--- src/rtl/trap_pkg.sv ---
// trap_pkg: shared cause codes, PC-source encodings and FSM states for trap_ctrl.
package trap_pkg;
  typedef enum logic [1:0] {ST_RESET, ST_OPERATING, ST_TRAP_TAKEN, ST_TRAP_RETURN} state_e;
  localparam logic [1:0] PC_BOOT = 2'b00;
  localparam logic [1:0] PC_MEPC = 2'b01;
  localparam logic [1:0] PC_TRAP = 2'b10;
  localparam logic [1:0] PC_NEXT = 2'b11;
  localparam logic [31:0] CAUSE_MISALIGNED_INSTR = 32'd0;
  localparam logic [31:0] CAUSE_ILLEGAL          = 32'd2;
  localparam logic [31:0] CAUSE_EBREAK           = 32'd3;
  localparam logic [31:0] CAUSE_ECALL            = 32'd11;
  localparam logic [31:0] CAUSE_MISALIGNED_LOAD  = 32'd4;
  localparam logic [31:0] CAUSE_MISALIGNED_STORE = 32'd6;
  localparam logic [31:0] CAUSE_EXT_IRQ          = 32'h8000_000B;
  localparam logic [31:0] CAUSE_SW_IRQ           = 32'h8000_0003;
  localparam logic [31:0] CAUSE_TIMER_IRQ        = 32'h8000_0007;
endpackage

--- src/rtl/sync_ff.sv ---
// sync_ff: reset-clearable multi-stage synchronizer for an asynchronous level.
module sync_ff #(
  parameter int STAGES = 2
) (
  input  logic i_clk,
  input  logic i_rst_n,
  input  logic i_d,
  output logic o_q
);
  logic [STAGES-1:0] r_sync;
  always_ff @(posedge i_clk or negedge i_rst_n)
    if (!i_rst_n) r_sync <= '0;
    else r_sync <= {r_sync[STAGES-2:0], i_d};
  assign o_q = r_sync[STAGES-1];
endmodule

--- src/rtl/trap_ctrl.sv ---
// trap_ctrl: machine-mode trap sequencer driving mstatus/mepc/mcause strobes,
// PC-source select and pipeline flush from exceptions, interrupts and mret.
module trap_ctrl
  import trap_pkg::*;
#(
  parameter int IRQ_SYNC_STAGES = 2
) (
  input  logic        clock,
  input  logic        rst_n_in,
  input  logic [31:0] pc_in,
  input  logic        misaligned_instr_in,
  input  logic        illegal_instr_in,
  input  logic        ecall_in,
  input  logic        ebreak_in,
  input  logic        misaligned_load_in,
  input  logic        misaligned_store_in,
  input  logic        mret_in,
  input  logic        e_irq_in,
  input  logic        t_irq_in,
  input  logic        s_irq_in,
  input  logic        mie_in,
  input  logic        meie_in,
  input  logic        mtie_in,
  input  logic        msie_in,
  output logic        mie_clear_out,
  output logic        mie_set_out,
  output logic        mepc_wr_out,
  output logic [31:0] mepc_out,
  output logic        mcause_wr_out,
  output logic [31:0] mcause_out,
  output logic [1:0]  pc_src_out,
  output logic        flush_out,
  output logic        trap_taken_out
);
  state_e      r_state;
  logic        w_e_sync;
  logic        w_exc;
  logic        w_irq;
  logic [31:0] w_cause;

  sync_ff #(.STAGES(IRQ_SYNC_STAGES)) u_sync (
    .i_clk  (clock),
    .i_rst_n(rst_n_in),
    .i_d    (e_irq_in),
    .o_q    (w_e_sync)
  );

  assign w_exc = misaligned_instr_in | illegal_instr_in | ecall_in | ebreak_in |
                 misaligned_load_in | misaligned_store_in;
  assign w_irq = mie_in & ((w_e_sync & meie_in) | (s_irq_in & msie_in) | (t_irq_in & mtie_in));

  always_comb
    w_cause = misaligned_instr_in ? CAUSE_MISALIGNED_INSTR :
              illegal_instr_in    ? CAUSE_ILLEGAL :
              ebreak_in           ? CAUSE_EBREAK :
              ecall_in            ? CAUSE_ECALL :
              misaligned_load_in  ? CAUSE_MISALIGNED_LOAD :
              misaligned_store_in ? CAUSE_MISALIGNED_STORE :
              (w_e_sync & meie_in) ? CAUSE_EXT_IRQ :
              (s_irq_in & msie_in) ? CAUSE_SW_IRQ : CAUSE_TIMER_IRQ;

  // Outputs are registered alongside the next state, so they track the state register.
  always_ff @(posedge clock or negedge rst_n_in)
    if (!rst_n_in) begin
      r_state        <= ST_RESET;
      mie_clear_out  <= 1'b0;
      mie_set_out    <= 1'b0;
      mepc_wr_out    <= 1'b0;
      mcause_wr_out  <= 1'b0;
      flush_out      <= 1'b0;
      trap_taken_out <= 1'b0;
      pc_src_out     <= PC_BOOT;
      mepc_out       <= '0;
      mcause_out     <= '0;
    end else begin
      mie_clear_out  <= 1'b0;
      mie_set_out    <= 1'b0;
      mepc_wr_out    <= 1'b0;
      mcause_wr_out  <= 1'b0;
      flush_out      <= 1'b0;
      trap_taken_out <= 1'b0;
      pc_src_out     <= PC_NEXT;
      r_state        <= ST_OPERATING;
      if (r_state == ST_OPERATING) begin
        if (w_exc | w_irq) begin
          r_state        <= ST_TRAP_TAKEN;
          mie_clear_out  <= 1'b1;
          mepc_wr_out    <= 1'b1;
          mcause_wr_out  <= 1'b1;
          flush_out      <= 1'b1;
          trap_taken_out <= 1'b1;
          pc_src_out     <= PC_TRAP;
          mepc_out       <= pc_in;
          mcause_out     <= w_cause;
        end else if (mret_in) begin
          r_state     <= ST_TRAP_RETURN;
          mie_set_out <= 1'b1;
          flush_out   <= 1'b1;
          pc_src_out  <= PC_MEPC;
        end
      end
    end
endmodule

--- config.mk ---
export PLATFORM = sky130hd
export DESIGN_NAME = trap_ctrl
export DESIGN_NICKNAME = d
export VERILOG_FILES = /design/src/rtl/trap_pkg.sv /design/src/rtl/sync_ff.sv /design/src/rtl/trap_ctrl.sv
export SDC_FILE = /design/constraint.sdc
export NUM_CORES = 1
export LEC_CHECK = 0
export CAP_MARGIN = 20
export CORE_MARGIN = 5
export CORE_UTILIZATION = 40
export CTS_BUF_LIST = sky130_fd_sc_hd__clkbuf_4 sky130_fd_sc_hd__clkbuf_8 sky130_fd_sc_hd__clkbuf_16
export DETAILED_ROUTE_END_ITERATION = 8
export PLACE_DENSITY = 0.83
export SLEW_MARGIN = 20
export SYNTH_ARGS = -nofsm -noshare
export SYNTH_HDL_FRONTEND = slang
export SYNTH_SLANG_ARGS = --single-unit
--- constraint.sdc ---
create_clock -name clock -period 4.5 [get_ports clock]
set_input_delay 0.9 -clock clock [delete_from_list [all_inputs] [get_ports clock]]
set_output_delay 0.9 -clock clock [all_outputs]
set_load 0.05 [all_outputs]
After elaboration in Yosys (flattened, before gate mapping)
Cells that the tools add are included.
{"block": "totals", "register_bits": 73, "inputBits": 48, "out_inout_bits": 72, "wordCells": 43}
{"block": "classes", "eq_ne": 1, "muxes": 21, "bitwise_logic": 12, "reduce_logical": 1}
{"cell": "two-way mux 32 bit", "n": 6}
{"cell": "two-way mux 2 bit", "n": 6}
{"cell": "bitwise OR 1 bit", "n": 8}
{"cell": "two-way mux 1 bit", "n": 7}
{"cell": "bitwise AND 1 bit", "n": 4}
{"cell": "two-way mux 4 bit", "n": 1}
{"cell": "two-way mux 3 bit", "n": 1}
{"cell": "== test 2 x 1 -> 1 bit (second input constant)", "n": 1}
{"cell": "AND reduction 2 bit", "n": 1}

Depth between registers and ports, before layout
{"block": "logic_depth", "word_depth": 9, "mapped_depth": 6, "mapped_depth_nobuf": 4}

Modules after synthesis
From an unflattened synthesis, not the netlist that was laid out.
{"block": "hier_totals", "hier_cells": 139, "area_unflattened_um2": 1970.6}
{"module": "trap_ctrl", "n_inst": 1, "cells_each": 137, "area_per_inst_um2": 1920.6, "seq_area_each_um2": 1051.0}
{"module": "sync_ff", "n_inst": 1, "cells_each": 2, "area_per_inst_um2": 50.0, "seq_area_each_um2": 50.0}

Worst setup path after synthesis
No wires, ideal clock.
{"block": "synth_path", "kind": "input to register", "startpoint": "input port s_irq_in", "endpoint": "register mepc_out[19]", "setup_time_ns": 0.125, "arrival_ns": 2.067, "t_required_ns": 4.375, "path_slack_ns": 2.308, "cell_stages": 6, "path_buffers": 2, "cell_sequence": "a222oi_1 o211ai_2 nand2_2 buf_6 buf_12 mux2_4"}
{"block": "synth_via", "elab_chain_cells": 6}
{"item": "start: declaration", "line": "trap_ctrl.sv:20", "source": "input logic s_irq_in,"}
{"item": "bitwise AND 1 bit", "line": "trap_ctrl.sv:50", "source": "assign w_irq = mie_in & ((w_e_sync & meie_in) | (s_irq_in & msie_in) | (t_irq_in & mtie_in));"}
{"item": "bitwise OR 1 bit (2 in a row)", "line": "trap_ctrl.sv:50"}
{"item": "bitwise AND 1 bit", "line": "trap_ctrl.sv:50"}
{"item": "bitwise OR 1 bit", "line": "trap_ctrl.sv:85", "source": "if (w_exc | w_irq) begin"}
{"item": "AND reduction 2 bit (no source line)"}
{"item": "end signal: assignment", "line": "trap_ctrl.sv:93", "source": "mepc_out <= pc_in;"}
{"item": "end: declaration", "line": "trap_ctrl.sv:28", "source": "output logic [31:0] mepc_out,"}
No other way between the ends.
A chain may end at the register's enable or synchronous reset.

Final worst setup path
{"block": "layout_path", "startpoint": "input port illegal_instr_in", "endpoint": "register mepc_out[31]"}
{"block": "layout_via", "elab_chain_cells": 7}
{"item": "start: declaration", "line": "trap_ctrl.sv:12", "source": "input logic illegal_instr_in,"}
{"item": "bitwise OR 1 bit (4 in a row)", "line": "trap_ctrl.sv:48", "source": "assign w_exc = misaligned_instr_in | illegal_instr_in | ecall_in | ebreak_in |"}
{"item": "bitwise OR 1 bit", "line": "trap_ctrl.sv:49", "source": "misaligned_load_in | misaligned_store_in;"}
{"item": "bitwise OR 1 bit", "line": "trap_ctrl.sv:85"}
{"item": "AND reduction 2 bit (no source line)"}
No other way between the ends.

==> results.yml <==
layout:
  area_growth_pct: 46.9
  n_antenna_cell: 0
  final_net_count: 278
  nFillCells: 400
  seqCellArea_um2: 1100
  layout-drive-gt1-share: 0.148
  multi_input_comb_area_um2: 681
yosys:
  post_synth_xor_area_fraction: 0
  mapped_cell_area_um2: 1970
  yosys.area_share.adder: 0
  synth_compound_gate_area_share: 0.0279
  synth.avg_cell_area_um2: 14.2
  yosys_register_bits: 44
  synthesis.yosys.warnings: 0
  yosys-mux-area-fraction: 0.224
  synth_seq_area_share: 0.559
  yosys.area_share.simple: 0.0419
  synthesis.instances: 139
  main_combinational_cell_family_by_area_after_synthesis: "multiplexers"
  synth.distinct_cells: 24
drt:
  avgRoutedWirePerCell_um: 13.3
  drt_first_iter_violations: 29
  detail_route.wirelength_um: 3940
  antenna_left: 0
  remaining_drc_errors: 0
  vias_per_std_cell: 4.27
  route.vias.total: 1268
  first_pass_iters: 4
clock_network:
  numCtsBuffers: 5
  clock_tree.root_cell: "sky130_fd_sc_hd__clkbuf_8"
  clkTransAtPathRegs_ps: 70
  hold_buf_cts: 0
  cts.repair.resized: 0
  clock_sinks: 44
  cts-root-to-sink-buffers: 2
  clock_latency_on_the_worst_skew_pair_ps: 290
  post-cts-setup-buffers: 0
  htree_levels: 2
  cts_tree: "built"
min_path:
  min_path_type: "register to register"
global_route:
  grt_antenna_before_repair: 0
  grt_overflow: 0
  global_route.usage.met3: 0.0661
  grt-busiest-layer: "met2"
  grt_first_pass_wirelength_um: 6350
  first_global_vias: 1373
  groute.layer.met1.usage: 0.138
  pin_count_of_the_biggest_net_entering_global_routing: 45
  globalRouteTotalUtil: 0.127
  grt_util_met2: 0.217
run_status:
  outcome: "finished, final reports clean"
setup_path:
  critical_path_buf_inv_count: 1
  worst_ep_required_time_ps: 4670
  critPathLaunchType: "input pin"
  cp_cell_instances: "clkdlybuf4s50_1, nor4_4, o211ai_2, nand2_2, mux2_2"
  slowest_delay_ps: 750
  crit_path_max_fanout: 39
  timing.critical_path.slowest_stage_cell: "sky130_fd_sc_hd__nand2_2"
  path_delay_family: "simple AND/OR/NAND/NOR gates"
  critical_path.endpoint_type: "register"
  critical_path_arrival_ps: 3090
  critPathKind: "input pin to register"
pwr:
  clockPowerShare: 0.284
  seq_power_share: 0.467
  reported_leakage_power_nw: 1.29
  p_switching_mw: 0.274
  switching_share: 0.302
  intPower_mw: 0.632
  vdd_ir_drop_max_mv: 0.192
  comb_power_share: 0.249
  power.density_nw_per_um2: 313
floorplan:
  std_cell_core_area_um2: 4750
  dieHeight_um: 80.2
  floorplan.io_pins: 120
  placementRows: 25
  die_area_um2: 6430
  start_util: 0.414
  dieWidth_um: 80.2
sta:
  achievable-frequency_mhz: 343
  slew_violations: 0
  total_negative_setup_slack_ps: 0
  setup-violations-final: 0
  period_share: 0.648
  period_needed_ps: 2920
  max_slew.worst_pin.slew_ps: 988
  rsz0062_at_grt: "false"
  fin_hold_ws_ps: 367
  finalClockSkew_ps: 6.04
  hold_viol: 0
  slew_headroom: 0.339
placement:
  dp_hpwl_um: 3050
  port_buffers: 92
  gp_congestion: 0.685
job:
  timing.max_cap.violations: 0
-- cell type report --
class,instances,share of cell area
inverter,4,0.00519
clock buffer,7,0.0333
timing repair buffer,92,0.317
tap,67,0.0290
sequential,44,0.380
multi-input combinational,83,0.235
-- flip-flops by register name, indices dropped and copies added, names as in the netlist --
signal	flops
r_state	1
trap_taken_out	1
u_sync.r_sync	2
flush_out	1
mcause_out	5
mepc_out	32
mie_set_out	1
pc_src_out	1
-- through the flow --
step           worst slack [ps]  power (mW)  utilization  area (µm²)  std cells
2_1_floorplan              2310       0.584            -        2070        165
3_3_place_gp               1290       0.655        0.588        2800        290
3_5_place_dp               1240       0.657        0.588        2800        290
4_1_cts                    1550       0.921        0.608        2890        297
5_1_grt                    1430       0.949        0.609        2900        297
6_report                   1580       0.906        0.609        2900        297
-- cells by family after synthesis --
kind of cell           count (synthesis)
buffers and inverters                 38
AND/OR/NAND/NOR                       13
multiplexers                          36
flip-flops                            44
other                                  1
AO/OA/AOI/OAI                          7
-- worst register-to-register path: stages, from the launching register on --
cell                       delay, ps
sky130_fd_sc_hd__dfrtp_1         410
sky130_fd_sc_hd__a222oi_1        310
sky130_fd_sc_hd__o211ai_2        150
sky130_fd_sc_hd__nand2_2         750
sky130_fd_sc_hd__mux2_2          430
-- per-layer routing --
layer,up-vias,part of all wire
met2,72,0.49
met3,6,0.13
met1,600,0.37
li1,590,-
met5,-,0
met4,0,0.011
-- Yosys cell counts --
cell / count / area (µm²)
sky130_fd_sc_hd__a21boi_0: 1 / 7.51
sky130_fd_sc_hd__a21oi_1: 2 / 10.0
sky130_fd_sc_hd__a222oi_1: 1 / 10.0
sky130_fd_sc_hd__a22o_1: 1 / 8.76
sky130_fd_sc_hd__a31oi_1: 1 / 6.26
sky130_fd_sc_hd__buf_12: 1 / 20.0
sky130_fd_sc_hd__buf_4: 32 / 240
sky130_fd_sc_hd__buf_6: 1 / 11.3
sky130_fd_sc_hd__conb_1: 1 / 3.75
sky130_fd_sc_hd__dfrtp_1: 44 / 1100
sky130_fd_sc_hd__inv_1: 4 / 15.0
sky130_fd_sc_hd__mux2_1: 12 / 135
sky130_fd_sc_hd__mux2_2: 13 / 146
sky130_fd_sc_hd__mux2_4: 10 / 150
sky130_fd_sc_hd__mux2i_1: 1 / 10.0
sky130_fd_sc_hd__nand2_1: 3 / 11.3
sky130_fd_sc_hd__nand2_2: 1 / 6.26
sky130_fd_sc_hd__nor2_1: 3 / 11.3
sky130_fd_sc_hd__nor2b_1: 1 / 6.26
sky130_fd_sc_hd__nor3_1: 2 / 10.0
sky130_fd_sc_hd__nor4_4: 1 / 21.3
sky130_fd_sc_hd__nor4b_1: 1 / 8.76
sky130_fd_sc_hd__o211ai_2: 1 / 12.5
sky130_fd_sc_hd__or4_1: 1 / 7.51
-- cells in the final DEF (no fill, tap or decap), drive strengths merged --
cell	instances
clkbuf	7
mux2i	1
nor3	2
nor2	3
a22o	1
a21boi	1
or4	1
dfrtp	44
nand2	4
a222oi	1
mux2	35
buf	1
nor2b	1
nor4b	1
nor4	1
inv	4
o211ai	1
clkdlybuf4s50	91
a21oi	2
conb	27
a31oi	1
-- power groups by stage --
| stage | Clock, mW | Sequential, mW | Combinational (mW) |
|---|---|---|---|
| after floorplan | 0 | 0.494 | 0.0897 |
| after global placement | 0 | 0.430 | 0.224 |
| after detailed placement | 0 | 0.431 | 0.227 |
| after CTS | 0.271 | 0.423 | 0.227 |
| after global routing | 0.287 | 0.426 | 0.237 |
| final | 0.257 | 0.423 | 0.225 |
-- path summary, 6_finish.rpt --
path                                             from                          to  slack [ps]  depth (start not counted)
hold reg to reg            u_sync.r_sync[0]$_DFF_PN0_  u_sync.r_sync[1]$_DFF_PN0_         370                          0
max in group asynchronous                    rst_n_in        r_state[0]$_DFF_PN0_        3530                          1
setup / recovery                     illegal_instr_in    mepc_out[31]$_DFFE_PN0P_        1580                          5
setup reg to reg           u_sync.r_sync[1]$_DFF_PN0_    mepc_out[31]$_DFFE_PN0P_        2340                          4
hold / removal             u_sync.r_sync[0]$_DFF_PN0_  u_sync.r_sync[1]$_DFF_PN0_         370                          0
min in group asynchronous                    rst_n_in     mepc_out[6]$_DFFE_PN0P_         600                          1
No activity file was read; power rests on OpenSTA's default activity.
